File: src/rtl/seg_scan_driver_pkg.sv
// Seven-segment pattern constants and segment bit order for the scan driver.
// Segment vectors are active-low, with segment a in bit 6 down to segment g in bit 0.
package seg_pkg;

    typedef struct packed {
        logic a;
        logic b;
        logic c;
        logic d;
        logic e;
        logic f;
        logic g;
    } seg_t;

    localparam seg_t SEG_0   = 7'b0000001;
    localparam seg_t SEG_1   = 7'b1001111;
    localparam seg_t SEG_2   = 7'b0010010;
    localparam seg_t SEG_3   = 7'b0000110;
    localparam seg_t SEG_4   = 7'b1001100;
    localparam seg_t SEG_5   = 7'b0100100;
    localparam seg_t SEG_6   = 7'b0100000;
    localparam seg_t SEG_7   = 7'b0001101;
    localparam seg_t SEG_8   = 7'b0000000;
    localparam seg_t SEG_9   = 7'b0000100;
    localparam seg_t SEG_OFF = 7'b1111111;

endpackage

File: src/rtl/seg_scan_driver_if.sv
// Display-side bundle of the scan driver: digit inputs and segment/anode outputs.
// The blink_i signal exists only when SEG_SCAN_BLINK_EN is defined.
interface seg_scan_driver_if
    import seg_pkg::*;
#(
    parameter int NUM_DIGITS = 3
) ();

    logic [4*NUM_DIGITS-1:0] digits_i;
    logic                    blank_lz_i;
`ifdef SEG_SCAN_BLINK_EN
    logic                    blink_i;
`endif
    seg_t                    seg_o;
    logic [NUM_DIGITS-1:0]   an_o;
    logic                    frame_o;

`ifdef SEG_SCAN_BLINK_EN
    modport master (output digits_i, blank_lz_i, blink_i, input seg_o, an_o, frame_o);
    modport slave  (input digits_i, blank_lz_i, blink_i, output seg_o, an_o, frame_o);
`else
    modport master (output digits_i, blank_lz_i, input seg_o, an_o, frame_o);
    modport slave  (input digits_i, blank_lz_i, output seg_o, an_o, frame_o);
`endif

endinterface

File: src/rtl/seg_scan_driver_decoder.sv
// Combinational BCD to active-low seven-segment decoder; non-BCD codes go dark.
module seg_decoder
    import seg_pkg::*;
(
    input  logic [3:0] bcd_i,
    output seg_t       seg_o
);

    always_comb begin
        case (bcd_i)
            4'd0:    seg_o = SEG_0;
            4'd1:    seg_o = SEG_1;
            4'd2:    seg_o = SEG_2;
            4'd3:    seg_o = SEG_3;
            4'd4:    seg_o = SEG_4;
            4'd5:    seg_o = SEG_5;
            4'd6:    seg_o = SEG_6;
            4'd7:    seg_o = SEG_7;
            4'd8:    seg_o = SEG_8;
            4'd9:    seg_o = SEG_9;
            default: seg_o = SEG_OFF;
        endcase
    end

endmodule

File: src/rtl/seg_scan_driver.sv
// Multiplexed BCD seven-segment scan driver with frame-aligned digit capture and
// leading-zero blanking; whole-display blinking is added when SEG_SCAN_BLINK_EN is defined.
module seg_scan_driver
    import seg_pkg::*;
#(
    parameter int NUM_DIGITS   = 3,
    parameter int SCAN_DIV     = 1000,
    parameter int BLINK_FRAMES = 64
) (
    input  logic               clk,
    input  logic               rst_n,
    seg_scan_driver_if.slave   bus
);

    localparam int PSC_W = $clog2(SCAN_DIV);
    localparam int IDX_W = (NUM_DIGITS > 1) ? $clog2(NUM_DIGITS) : 1;
    localparam int DIG_W = 4 * NUM_DIGITS;
    localparam logic [PSC_W-1:0] PSC_LAST = PSC_W'(SCAN_DIV - 1);
    localparam logic [IDX_W-1:0] IDX_LAST = IDX_W'(NUM_DIGITS - 1);

    logic [PSC_W-1:0]      psc_q, psc_d;
    logic [IDX_W-1:0]      idx_q, idx_d;
    logic [DIG_W-1:0]      shadow_q, shadow_d;
    seg_t                  seg_q, seg_d;
    logic [NUM_DIGITS-1:0] an_q, an_d;
    logic                  frame_q, frame_d;

    logic                  psc_tc;
    logic                  frame_wrap;
    logic [3:0]            cur_digit;
    logic [NUM_DIGITS-1:0] lz_mask;
    logic                  hide;

    always_comb begin
        psc_tc     = (psc_q == PSC_LAST);
        frame_wrap = psc_tc && (idx_q == IDX_LAST);
        psc_d      = psc_tc ? '0 : psc_q + 1'b1;
        idx_d      = idx_q;
        if (psc_tc) begin
            idx_d = frame_wrap ? '0 : idx_q + 1'b1;
        end
        shadow_d = frame_wrap ? bus.digits_i : shadow_q;
        frame_d  = frame_wrap;
    end

    // A digit is a leading zero when it and every digit above it are zero; digit 0 never is.
    always_comb begin
        logic zero_above;
        zero_above = 1'b1;
        lz_mask    = '0;
        cur_digit  = 4'd0;
        for (int k = NUM_DIGITS - 1; k >= 0; k--) begin
            zero_above = zero_above && (shadow_q[4*k +: 4] == 4'd0);
            lz_mask[k] = zero_above && (k != 0);
        end
        for (int k = 0; k < NUM_DIGITS; k++) begin
            if (idx_q == IDX_W'(k)) begin
                cur_digit = shadow_q[4*k +: 4];
            end
        end
    end

`ifdef SEG_SCAN_BLINK_EN
    localparam int FC_W = 10;

    logic [FC_W-1:0] fcnt_q, fcnt_d;
    logic            phase_q, phase_d;

    // phase_q = 1 marks the hidden half of the blink period.
    always_comb begin
        fcnt_d  = fcnt_q;
        phase_d = phase_q;
        if (frame_wrap) begin
            if (fcnt_q == FC_W'(BLINK_FRAMES - 1)) begin
                fcnt_d  = '0;
                phase_d = ~phase_q;
            end else begin
                fcnt_d = fcnt_q + 1'b1;
            end
        end
    end

    always_ff @(posedge clk or negedge rst_n) begin
        if (!rst_n) begin
            fcnt_q  <= '0;
            phase_q <= 1'b0;
        end else begin
            fcnt_q  <= fcnt_d;
            phase_q <= phase_d;
        end
    end

    assign hide = bus.blink_i && phase_q;
`else
    assign hide = 1'b0;
`endif

    seg_decoder u_dec (
        .bcd_i (cur_digit),
        .seg_o (seg_d)
    );

    // The first cycle of every slot keeps all anodes off to avoid ghosting.
    always_comb begin
        an_d = '1;
        if ((psc_q != '0) && !hide) begin
            for (int k = 0; k < NUM_DIGITS; k++) begin
                if ((idx_q == IDX_W'(k)) && !(bus.blank_lz_i && lz_mask[k])) begin
                    an_d[k] = 1'b0;
                end
            end
        end
    end

    always_ff @(posedge clk or negedge rst_n) begin
        if (!rst_n) begin
            psc_q    <= '0;
            idx_q    <= '0;
            shadow_q <= '0;
            seg_q    <= SEG_OFF;
            an_q     <= '1;
            frame_q  <= 1'b0;
        end else begin
            psc_q    <= psc_d;
            idx_q    <= idx_d;
            shadow_q <= shadow_d;
            seg_q    <= seg_d;
            an_q     <= an_d;
            frame_q  <= frame_d;
        end
    end

    assign bus.seg_o   = seg_q;
    assign bus.an_o    = an_q;
    assign bus.frame_o = frame_q;

endmodule
File: src/flat_wrapper.sv
// flat-port wrapper written by rule: the top's interface ports become plain ports
module seg_scan_driver_flat import seg_pkg::*;
#(
    parameter int NUM_DIGITS   = 3,
    parameter int SCAN_DIV     = 1000,
    parameter int BLINK_FRAMES = 64
)
  (clk, rst_n, bus_digits_i, bus_blank_lz_i, bus_seg_o, bus_an_o, bus_frame_o);
  seg_scan_driver_if #(.NUM_DIGITS(NUM_DIGITS)) bus_i ();
  input  logic clk;
  input  logic rst_n;
  input wire logic [$bits(bus_i.digits_i)-1:0] bus_digits_i;
  input wire logic [$bits(bus_i.blank_lz_i)-1:0] bus_blank_lz_i;
  output wire logic [$bits(bus_i.seg_o)-1:0] bus_seg_o;
  output wire logic [$bits(bus_i.an_o)-1:0] bus_an_o;
  output wire logic [$bits(bus_i.frame_o)-1:0] bus_frame_o;
  assign bus_i.digits_i = bus_digits_i;
  assign bus_i.blank_lz_i = bus_blank_lz_i;
  assign bus_seg_o = bus_i.seg_o;
  assign bus_an_o = bus_i.an_o;
  assign bus_frame_o = bus_i.frame_o;
  seg_scan_driver #(.NUM_DIGITS(NUM_DIGITS), .SCAN_DIV(SCAN_DIV), .BLINK_FRAMES(BLINK_FRAMES)) u_core (.clk(clk), .rst_n(rst_n), .bus(bus_i));
endmodule
File: config.mk
export PLATFORM = sky130hd
export DESIGN_NAME = seg_scan_driver_flat
export DESIGN_NICKNAME = d
export VERILOG_FILES = /design/src/rtl/seg_scan_driver_pkg.sv /design/src/rtl/seg_scan_driver_if.sv /design/src/rtl/seg_scan_driver_decoder.sv /design/src/rtl/seg_scan_driver.sv /design/src/flat_wrapper.sv
export SDC_FILE = /design/constraint.sdc
export NUM_CORES = 1
export LEC_CHECK = 0
export CAP_MARGIN = 10
export CORE_AREA = 3 3 61 63
export CTS_CLUSTER_DIAMETER = 30
export DETAILED_ROUTE_END_ITERATION = 7
export DIE_AREA = 0 0 64 66
export PLACE_DENSITY = 0.78
export SYNTH_ARGS = -nofsm -noshare
export SYNTH_HDL_FRONTEND = slang
export SYNTH_SLANG_ARGS = --single-unit
File: constraint.sdc
create_clock -name clk -period 2.7 [get_ports clk]
set_clock_uncertainty 0.05 [all_clocks]
set_input_delay 0.27 -clock clk [delete_from_list [all_inputs] [get_ports clk]]
set_output_delay 0.27 -clock clk [all_outputs]
set_load 0.01 [all_outputs]
==> flow_summary.yaml, run 1 <==
synthesis:
  ys_async_sr_fraction: 1.00
  ys_types: 37
  synth_edf_count: 0
  yosysTopAreaCell: "dfrtp_1"
  synth_area_um2: 1730
  seq_area_frac_synth: 0.513
  syn_area_per_cell_um2: 12.4
  yosysTopAreaCellShare: 0.362
  syn_nets: 163
  yosys_warnings: 0
  synth_ff_type: "dfrtp_1"
  yosys-top-cells-area: "dfrtp_1 36%, dfstp_2 15%, mux2_4 7.8%"
  syn_inst: 140
  synth_seq_cells: 35
global_routing:
  grt_pass1_vias: 1121
  grt_pass1_wl_mm: 5.22
  grt_max_degree: 36
  grtUsageTotal: 0.170
  grt_overflow_total: 0
  antenna_found_initial: 0
setup_path:
  crit_chain: "ha_1, nand4bb_4, nor3_4, nand2_4, mux2_4"
  path_max_fanout: 13
  required_ns: 2.87
  cp-end-kind: "register"
  critPathKind: "register to register"
  critPathArrivalTime_ns: 2.25
  startpoint_type: "register"
  crit_slowest_cell: "nor3_4"
  slowest_delay_ns: 0.45
power:
  p_leak_nw: 0.927
  p_int_mw: 0.710
  total_power_mw: 0.924
  p_seq_frac: 0.604
  ir_worst_vdd_mv: 0.278
  p_sw_mw: 0.215
  p_sw_frac: 0.232
  power.density_nw_per_um2: 446
  combPwrFrac: 0.109
  pwr-share-clk: 0.287
placement:
  hpwl_mm: 2.26
  routabilityCongestion: 0.781
  dpl.cell_count: 209
  io_buffers: 25
  pre_cts_ws_ns: 0.614
sta:
  postLayoutSetupSlackWorst_ns: 0.616
  max-slew-margin-rel: 0.635
  worst_pin_slew_ns: 0.547
  min_period_ns: 2.08
  hold_viol: 0
  rsz0062_at_grt: "no"
  fmax_mhz: 480
  setup_viol: 0
  setup_tns_ns: 0
  period_share: 0.772
  finalMaxSlewViolations: 0
detailed_routing:
  drc: 0
  dr.first_iter.drc_count: 28
  wl_per_cell_um: 13.6
  drt_first_pass_iters: 4
  totalWireLength_mm: 2.96
  num_vias: 1120
  viasPerCell: 5.16
  final_antenna_net_count: 0
hold_path:
  hp-class: "primary input to async pin"
die:
  fp-row-count: 21
  dieArea_um2: 4220
  io_pins: 26
  core_um2: 3280
  start_util: 0.527
  die_h_um: 66
  die_width_um: 64
clock_tree:
  ctsHoldBuffers: 0
  clk-insertion-delay-late_ns: 0.34
  clk_pin_slew_ns: 0.11
  cts_made_buffers: 5
  max-clock-path-buffers: 2
  cts_sinks: 35
  cts-resized-gates: 0
  post_cts_buffers: 0
  cts_tree: "done"
  clockRootBuffer: "clkbuf_4"
  h-tree-depth: 2
status:
  outcome: "complete, no violations"
finish:
  diodes: 0
  final_nets: 193
  drive_gt1_frac: 0.205
  syn_to_final_growth_pct: 19.9
  stdcell_count: 217
run:
  max-cap-violations: 0
==> sequential cells by signal (all words and copies together) (netlist names) <==
register and count:
u_core.bus.an_o 3, u_core.idx_q 2, u_core.shadow_q 12, u_core.bus.seg_o 7, u_core.bus.frame_o 1, u_core.psc_q 10
==> kinds of logic (layout without fill, tap and decap cells) <==
logic type,after synthesis,after routing,share of synthesized area
buffers and inverters,11,42,0.0318
AND/OR/NAND/NOR,41,41,0.147
XOR/XNOR,7,7,0.0354
AO/OA/AOI/OAI,18,18,0.0701
multiplexers,20,20,0.145
flip-flops,35,35,0.513
adder cells (fa/ha/maj),8,8,0.0578
==> critical path: cells and delay by family (launching register included) <==
family        cells  cell delay [ns]
simple gates      3             0.85
flops             1             0.40
fa+ha+maj         1             0.31
mux               1             0.36
==> per-stage QoR <==
stage          area, um^2   util  hold WS (ns)
3_3_place_gp         2020  0.616         0.424
5_1_grt              2070  0.632         0.296
4_1_cts              2070  0.632         0.278
6_report             2070  0.632         0.273
2_1_floorplan        1730      -       -0.0756
3_5_place_dp         2020  0.616         0.432
==> routing by layer <==
metal,GRT usage,wire (um),vias up,part of all wire
li1,-,-,551,-
met3,0.0629,170,5,0.057
met4,0.0970,66,0,0.022
met1,0.195,1290,538,0.44
met5,0,0,-,0
met2,0.272,1430,26,0.48
==> cells in the mapped netlist, types with 4 or more instances <==
library cell	number
mux2_4	9
ha_1	8
dfstp_2	10
o21ai_0	6
a2bb2oi_1	4
inv_1	7
nand3_1	8
nand2_1	7
mux2i_1	7
mux2_2	4
xor2_1	4
nor2_1	8
dfrtp_1	25
==> path summary, 6_finish.rpt <==
kind | start | end | slack (ns) | cells after the start
min in group clk | u_core.psc_q[0] | u_core.psc_q[0] | 0.44 | 1
worst max register to register | u_core.psc_q[0] | u_core.shadow_q[9] | 0.62 | 5
worst min-delay path | rst_n | u_core.psc_q[9] | 0.27 | 2
max in group asynchronous | rst_n | u_core.bus.seg_o[5] | 1.98 | 2
worst min register to register | u_core.psc_q[0] | u_core.psc_q[0] | 0.44 | 1
worst max-delay path | u_core.psc_q[0] | u_core.shadow_q[9] | 0.62 | 5
==> layout make-up <==
class                      instances  area (um^2)
fill                             284         1210
sequential                        35          888
multi-input combinational         94          787
timing repair buffer              27          265
tap                               46         57.6
clock buffer                       7         45.0
inverter                           7         26.3
clock inverter                     1         5.00
==> power by group through the flow <==
stage | registers [mW] | logic [mW] | clock network (mW)
2_1_floorplan | 0.571 | 0.0391 | 0
3_3_place_gp | 0.568 | 0.0987 | 0
3_5_place_dp | 0.569 | 0.102 | 0
4_1_cts | 0.559 | 0.103 | 0.282
5_1_grt | 0.562 | 0.111 | 0.308
6_report | 0.559 | 0.100 | 0.265
==> layout by cell type, fill, tap and decap left out, types with 4 or more instances in the layout <==
cell              n
clkdlybuf4s50_1  25
dfrtp_1          25
dfstp_2          10
mux2_4            9
nand3_1           8
nor2_1            8
ha_1              8
inv_1             7
nand2_1           7
mux2i_1           7
o21ai_0           6
clkbuf_4          5
xor2_1            4
a2bb2oi_1         4
mux2_2            4
Power figures use the tool's default switching activity.
==> run 2: changes to the inputs <==
--- a/config.mk
+++ b/config.mk
@@ -6,11 +6,11 @@
 export NUM_CORES = 1
 export LEC_CHECK = 0
 export CAP_MARGIN = 10
-export CORE_AREA = 3 3 61 63
+export CORE_AREA = 3 3 65 67
 export CTS_CLUSTER_DIAMETER = 30
 export DETAILED_ROUTE_END_ITERATION = 7
-export DIE_AREA = 0 0 64 66
-export PLACE_DENSITY = 0.78
+export DIE_AREA = 0 0 68 70
+export PLACE_DENSITY = 0.72
 export SYNTH_ARGS = -nofsm -noshare
 export SYNTH_HDL_FRONTEND = slang
 export SYNTH_SLANG_ARGS = --single-unit
==> constraint.sdc (replaced) <==
create_clock -name clk -period 1.7 [get_ports clk]
set_clock_uncertainty 0.05 [all_clocks]
set_input_delay 0.17 -clock clk [delete_from_list [all_inputs] [get_ports clk]]
set_output_delay 0.17 -clock clk [all_outputs]
set_load 0.01 [all_outputs]
==> run 2 against run 1 <==
Sequential cell count unchanged. Sequential share of layout area down 3.7 points. First-iteration DRC count shrank 18%. Combinational power up 66%. Maximum frequency up 26%. Wire length rose by 2.8%. Cell count is 7.8% higher. Critical path depth did not move. Via count up 4.8%. Hold slack worse by 0.032 ns. Sequential power is 59% higher. Total power rose by 79%.
==> flow_summary.yaml, run 2 (same netlist as run 1, synthesis figures left out) <==
clock_tree:
  clk-insertion-delay-late_ns: 0.28
  clk_pin_slew_ns: 0.07
  ctsHoldBuffers: 0
  h-tree-depth: 2
  max-clock-path-buffers: 2
  clockRootBuffer: "clkbuf_8"
  cts_tree: "done"
  cts_made_buffers: 5
  cts_sinks: 35
setup_path:
  reg2regPathDepth: 5
  startpoint: "u_core.psc_q[1]"
  crit_path_end: "u_core.shadow_q[3]"
  startpoint_type: "register"
  cp-end-kind: "register"
  required_ns: 1.82
  path_max_fanout: 13
  cp.depth: 5
  critPathBufInv: 0
  crit_chain: "ha_4, nand4bb_4, nor3_4, nand2_4, mux2_4"
  cpLargestDelayFamily: "simple AND/OR/NAND/NOR gates"
  critPathKind: "register to register"
  crit-reg2reg-capture: "u_core.shadow_q[3]"
  slowest_delay_ns: 0.42
  crit_slowest_cell: "dfrtp_1"
  rrSetupSlack_ns: 0.04
  critPathArrivalTime_ns: 1.78
  rr_startpoint: "u_core.psc_q[1]"
global_routing:
  antenna_found_initial: 0
  use_met3: 0.0531
  gr-usage-met1: 0.191
  grtUsageTotal: 0.144
  grt_pass1_wl_mm: 5.24
  use_met2: 0.219
  grt_overflow_total: 0
  busiest_layer: "met2"
  grt_pass1_vias: 1174
  grt_max_degree: 36
power:
  combPwrFrac: 0.101
  p_int_mw: 1.30
  pwr-share-clk: 0.362
  power.density_nw_per_um2: 728
  total_power_mw: 1.65
  p_leak_nw: 1.02
  p_seq_frac: 0.537
  ir_worst_vdd_mv: 0.530
  p_sw_frac: 0.216
  p_sw_mw: 0.358
sta:
  max-slew-margin-rel: 0.713
  worst_pin_slew_ns: 0.430
  min_period_ns: 1.66
  fmax_mhz: 603
  postLayoutSetupSlackWorst_ns: 0.0407
  setup_viol: 0
  fin_worst_hold_slack_ns: 0.241
  finalMaxSlewViolations: 0
  period_share: 0.976
  setup_tns_ns: 0
  hold_viol: 0
  rsz0062_at_grt: "yes"
die:
  dieArea_um2: 4760
  die_h_um: 70
  fp-row-count: 22
  die_width_um: 68
  start_util: 0.469
  core_um2: 3690
  io_pins: 26
run:
  max-cap-violations: 0
finish:
  final_common_cell: "clkdlybuf4s50_1"
  diodes: 0
  drive_gt1_frac: 0.328
  largest_reg_flops: 12
  final_cell_mix: "25 x clkdlybuf4s50_1, 24 x dfrtp_1, 15 x buf_4"
  largest-register: "u_core.shadow_q"
  fin_util: 0.616
  stdcell_count: 234
  final_nets: 208
  final_area_um2: 2270
  fillers: 321
  syn_to_final_growth_pct: 31.4
detailed_routing:
  final_antenna_net_count: 0
  drc: 0
  drt_first_pass_iters: 4
  viasPerCell: 5.02
  num_vias: 1174
  totalWireLength_mm: 3.04
  wl_per_cell_um: 13.0
  dr.first_iter.drc_count: 23
placement:
  placed_cell_area_um2: 2140
  routabilityCongestion: 0.844
  dpl.cell_count: 223
  io_buffers: 25
  pre_cts_ws_ns: -0.00689
  hpwl_mm: 2.25
status:
  outcome: "complete, no violations"
hold_path:
  hp-class: "primary input to async pin"
## run 2: changes by cell type in the layout (fill, tap and decap cells not counted), moves of 2 or more
| cell | before | now |
|---|---|---|
| ha_1 | 8 | 5 |
| inv_2 | 0 | 3 |
| buf_4 | 2 | 15 |
| clkbuf_8 | 0 | 6 |
| ha_2 | 0 | 2 |
| o2bb2ai_2 | 0 | 2 |
| clkbuf_4 | 5 | 0 |
| o2bb2ai_1 | 2 | 0 |
| inv_1 | 7 | 4 |
| buf_6 | 0 | 2 |
## run 2: layout make-up
type,instances,area [um^2],area share
clock buffers,7,86.3,0.0380
multi-input cells,94,822,0.362
well taps,48,60.1,0.0264
clock inverters,1,3.75,0.00165
flip-flops and latches,35,890,0.391
inverters,7,26.3,0.0116
repair buffers,42,385,0.170
## run 2: how the worst min path moves through the flow
stage,startpoint,endpoint,slack (ns)
5_1_grt,rst_n,u_core.shadow_q[11],0.29
6_report,rst_n,u_core.psc_q[5],0.24
2_1_floorplan,rst_n,u_core.bus.frame_o,-0.18
3_3_place_gp,u_core.shadow_q[0],u_core.shadow_q[0],0.45
4_1_cts,rst_n,u_core.shadow_q[5],0.26
3_5_place_dp,u_core.shadow_q[2],u_core.shadow_q[2],0.46
## run 2: power groups by stage
stage	registers [mW]	logic [mW]	clock network (mW)
finish	0.889	0.166	0.599
global route	0.892	0.185	0.646
CTS	0.889	0.166	0.612
detailed placement	0.903	0.166	0
global placement	0.902	0.162	0
floorplan	0.908	0.0635	0
## run 2: timing repair
action                     in CTS  in global routing
pin swaps                       0                  4
setup endpoints to repair       4                 19
buffers inserted                0                  3
gates resized for setup         1                  8
## run 2: routing by layer
layer | routed length [um] | part of all wire | vias to the layer above
met5 | 0 | 0 | -
met4 | 42 | 0.014 | 0
met3 | 154 | 0.051 | 5
met2 | 1440 | 0.47 | 26
met1 | 1400 | 0.46 | 560
li1 | - | - | 583
==> run 3: changes to the inputs <==
--- a/config.mk
+++ b/config.mk
@@ -6,11 +6,11 @@
 export NUM_CORES = 1
 export LEC_CHECK = 0
 export CAP_MARGIN = 10
-export CORE_AREA = 3 3 65 67
+export CORE_AREA = 3 3 61 63
 export CTS_CLUSTER_DIAMETER = 30
 export DETAILED_ROUTE_END_ITERATION = 7
-export DIE_AREA = 0 0 68 70
-export PLACE_DENSITY = 0.72
+export DIE_AREA = 0 0 64 66
+export PLACE_DENSITY = 0.78
 export SYNTH_ARGS = -nofsm -noshare
 export SYNTH_HDL_FRONTEND = slang
 export SYNTH_SLANG_ARGS = --single-unit
==> constraint.sdc (replaced) <==
create_clock -name clk -period 2.03 [get_ports clk]
set_clock_uncertainty 0.05 [all_clocks]
set_input_delay 0.203 -clock clk [delete_from_list [all_inputs] [get_ports clk]]
set_output_delay 0.203 -clock clk [all_outputs]
set_load 0.01 [all_outputs]
==> run 3 against run 2 <==
Design area fell by 6.6%. Total power fell by 21%. Maximum frequency fell by 12%. Highest routed layer unchanged. Register-to-register slack improved by 0.099 ns. First-iteration DRC count rose by 130%. Core utilization rose by 3.0 points. Sequential power fell by 16%.
==> flow_summary.yaml, run 3 (same netlist as run 1, synthesis figures left out) <==
sta:
  hold_viol: 0
  max-slew-margin-rel: 0.723
  min_period_ns: 1.89
  worst_pin_slew_ns: 0.416
  fmax_mhz: 529
  period_share: 0.931
  setup_tns_ns: 0
  setup_viol: 0
  finalMaxSlewViolations: 0
  rsz0062_at_grt: "no"
  fin_worst_hold_slack_ns: 0.217
finish:
  syn_to_final_growth_pct: 22.7
  largest-register: "u_core.shadow_q"
  diodes: 0
  multi_input_area_um2: 795
  final_nets: 196
  drive_gt1_frac: 0.236
  largest_reg_flops: 12
  fillers: 277
  seqCellArea_um2: 888
  final_cell_mix: "25 x clkdlybuf4s50_1, 25 x dfrtp_1, 10 x dfstp_2"
clock_tree:
  h-tree-depth: 2
  cts_sinks: 35
  cts_tree: "done"
  ctsHoldBuffers: 0
  clk_pin_slew_ns: 0.10
  clk-insertion-delay-late_ns: 0.33
  max-clock-path-buffers: 2
  cts_made_buffers: 5
  clockRootBuffer: "clkbuf_4"
detailed_routing:
  totalWireLength_mm: 2.91
  drt_first_pass_iters: 4
  dr.first_iter.drc_count: 53
  num_vias: 1137
  final_antenna_net_count: 0
  wl_per_cell_um: 13.2
  drc: 0
  viasPerCell: 5.17
setup_path:
  critPathArrivalTime_ns: 2.10
  cpLargestDelayFamily: "flip-flops"
  slowest_delay_ns: 0.46
  critPathKind: "register to register"
  rrSetupSlack_ns: 0.14
  path_max_fanout: 6
  crit_slowest_cell: "dfrtp_1"
  cp-end-kind: "register"
  critPathBufInv: 1
  startpoint_type: "register"
  required_ns: 2.24
  crit_chain: "and2b_2, o2bb2ai_1, inv_1, ha_1, a21oi_1, o21bai_1"
power:
  ir_worst_vdd_mv: 0.427
  power.density_nw_per_um2: 612
  p_leak_nw: 0.955
die:
  die_width_um: 64
  io_pins: 26
  die_h_um: 66
  dieArea_um2: 4220
  fp-row-count: 21
  start_util: 0.527
  core_um2: 3280
global_routing:
  grtUsageTotal: 0.163
  grt_pass1_wl_mm: 5.20
  grt_max_degree: 36
  grt_overflow_total: 0
  antenna_found_initial: 0
  grt_pass1_vias: 1148
placement:
  io_buffers: 25
  routabilityCongestion: 0.753
  hpwl_mm: 2.23
run:
  max-cap-violations: 0
hold_path:
  hp-class: "primary input to async pin"
status:
  outcome: "complete, no violations"
==> run 3: cell count changes in the layout (fill, tap and decap cells not counted), moves of 2 or more <==
cell	before	now
clkbuf_4	0	5
clkbuf_8	6	2
inv_1	4	7
inv_2	3	0
ha_1	5	8
buf_6	2	0
ha_2	2	0
buf_4	15	5
==> run 3: final cells by class <==
cell class,instances,share of cell area
inverter,7,0.0124
timing repair buffer,30,0.136
multi-input combinational,94,0.374
tap,46,0.0271
sequential,35,0.418
clock buffer,8,0.0324
==> run 3: per-layer routing <==
metal	share of wire	wire, um	GRT usage	vias up
met5	0	0	0	-
met4	0.014	42	0.0943	0
met3	0.061	178	0.0493	4
met2	0.48	1410	0.252	30
met1	0.44	1290	0.201	541
li1	-	-	-	562
==> run 3: timing repair <==
| item | in CTS | in global routing |
|---|---|---|
| setup buffers | 0 | 0 |
| endpoints found under the setup margin | 0 | 4 |
| gates resized for setup | 0 | 2 |
| hold endpoints to repair | 0 | 0 |
==> run 3: worst paths after layout <==
path                                  from  cells past startpoint             endpoint
setup / recovery           u_core.idx_q[0]                      6  u_core.bus.seg_o[5]
hold / removal                       rst_n                      2      u_core.psc_q[6]
setup reg to reg           u_core.idx_q[0]                      6  u_core.bus.seg_o[5]
hold reg to reg            u_core.psc_q[0]                      1      u_core.psc_q[0]
max in group asynchronous            rst_n                      2  u_core.bus.seg_o[5]
min in group clk           bus_digits_i[1]                      2   u_core.shadow_q[1]
==> run 3: stage by stage <==
stage	util	area (um^2)	cells	power [mW]	worst slack, ns
5_1_grt	0.646	2120	220	1.38	0.0357
3_3_place_gp	0.623	2050	212	0.886	0.217
2_1_floorplan	-	1730	140	0.812	0.188
3_5_place_dp	0.623	2050	212	0.892	0.108
4_1_cts	0.644	2120	220	1.31	0.0756
6_report	0.646	2120	220	1.30	0.140
==> run 3: power by group <==
group	switching, mW	internal, mW	total [mW]
registers	0.0126	0.730	0.743
clock network	0.219	0.204	0.423
logic	0.0552	0.0789	0.134
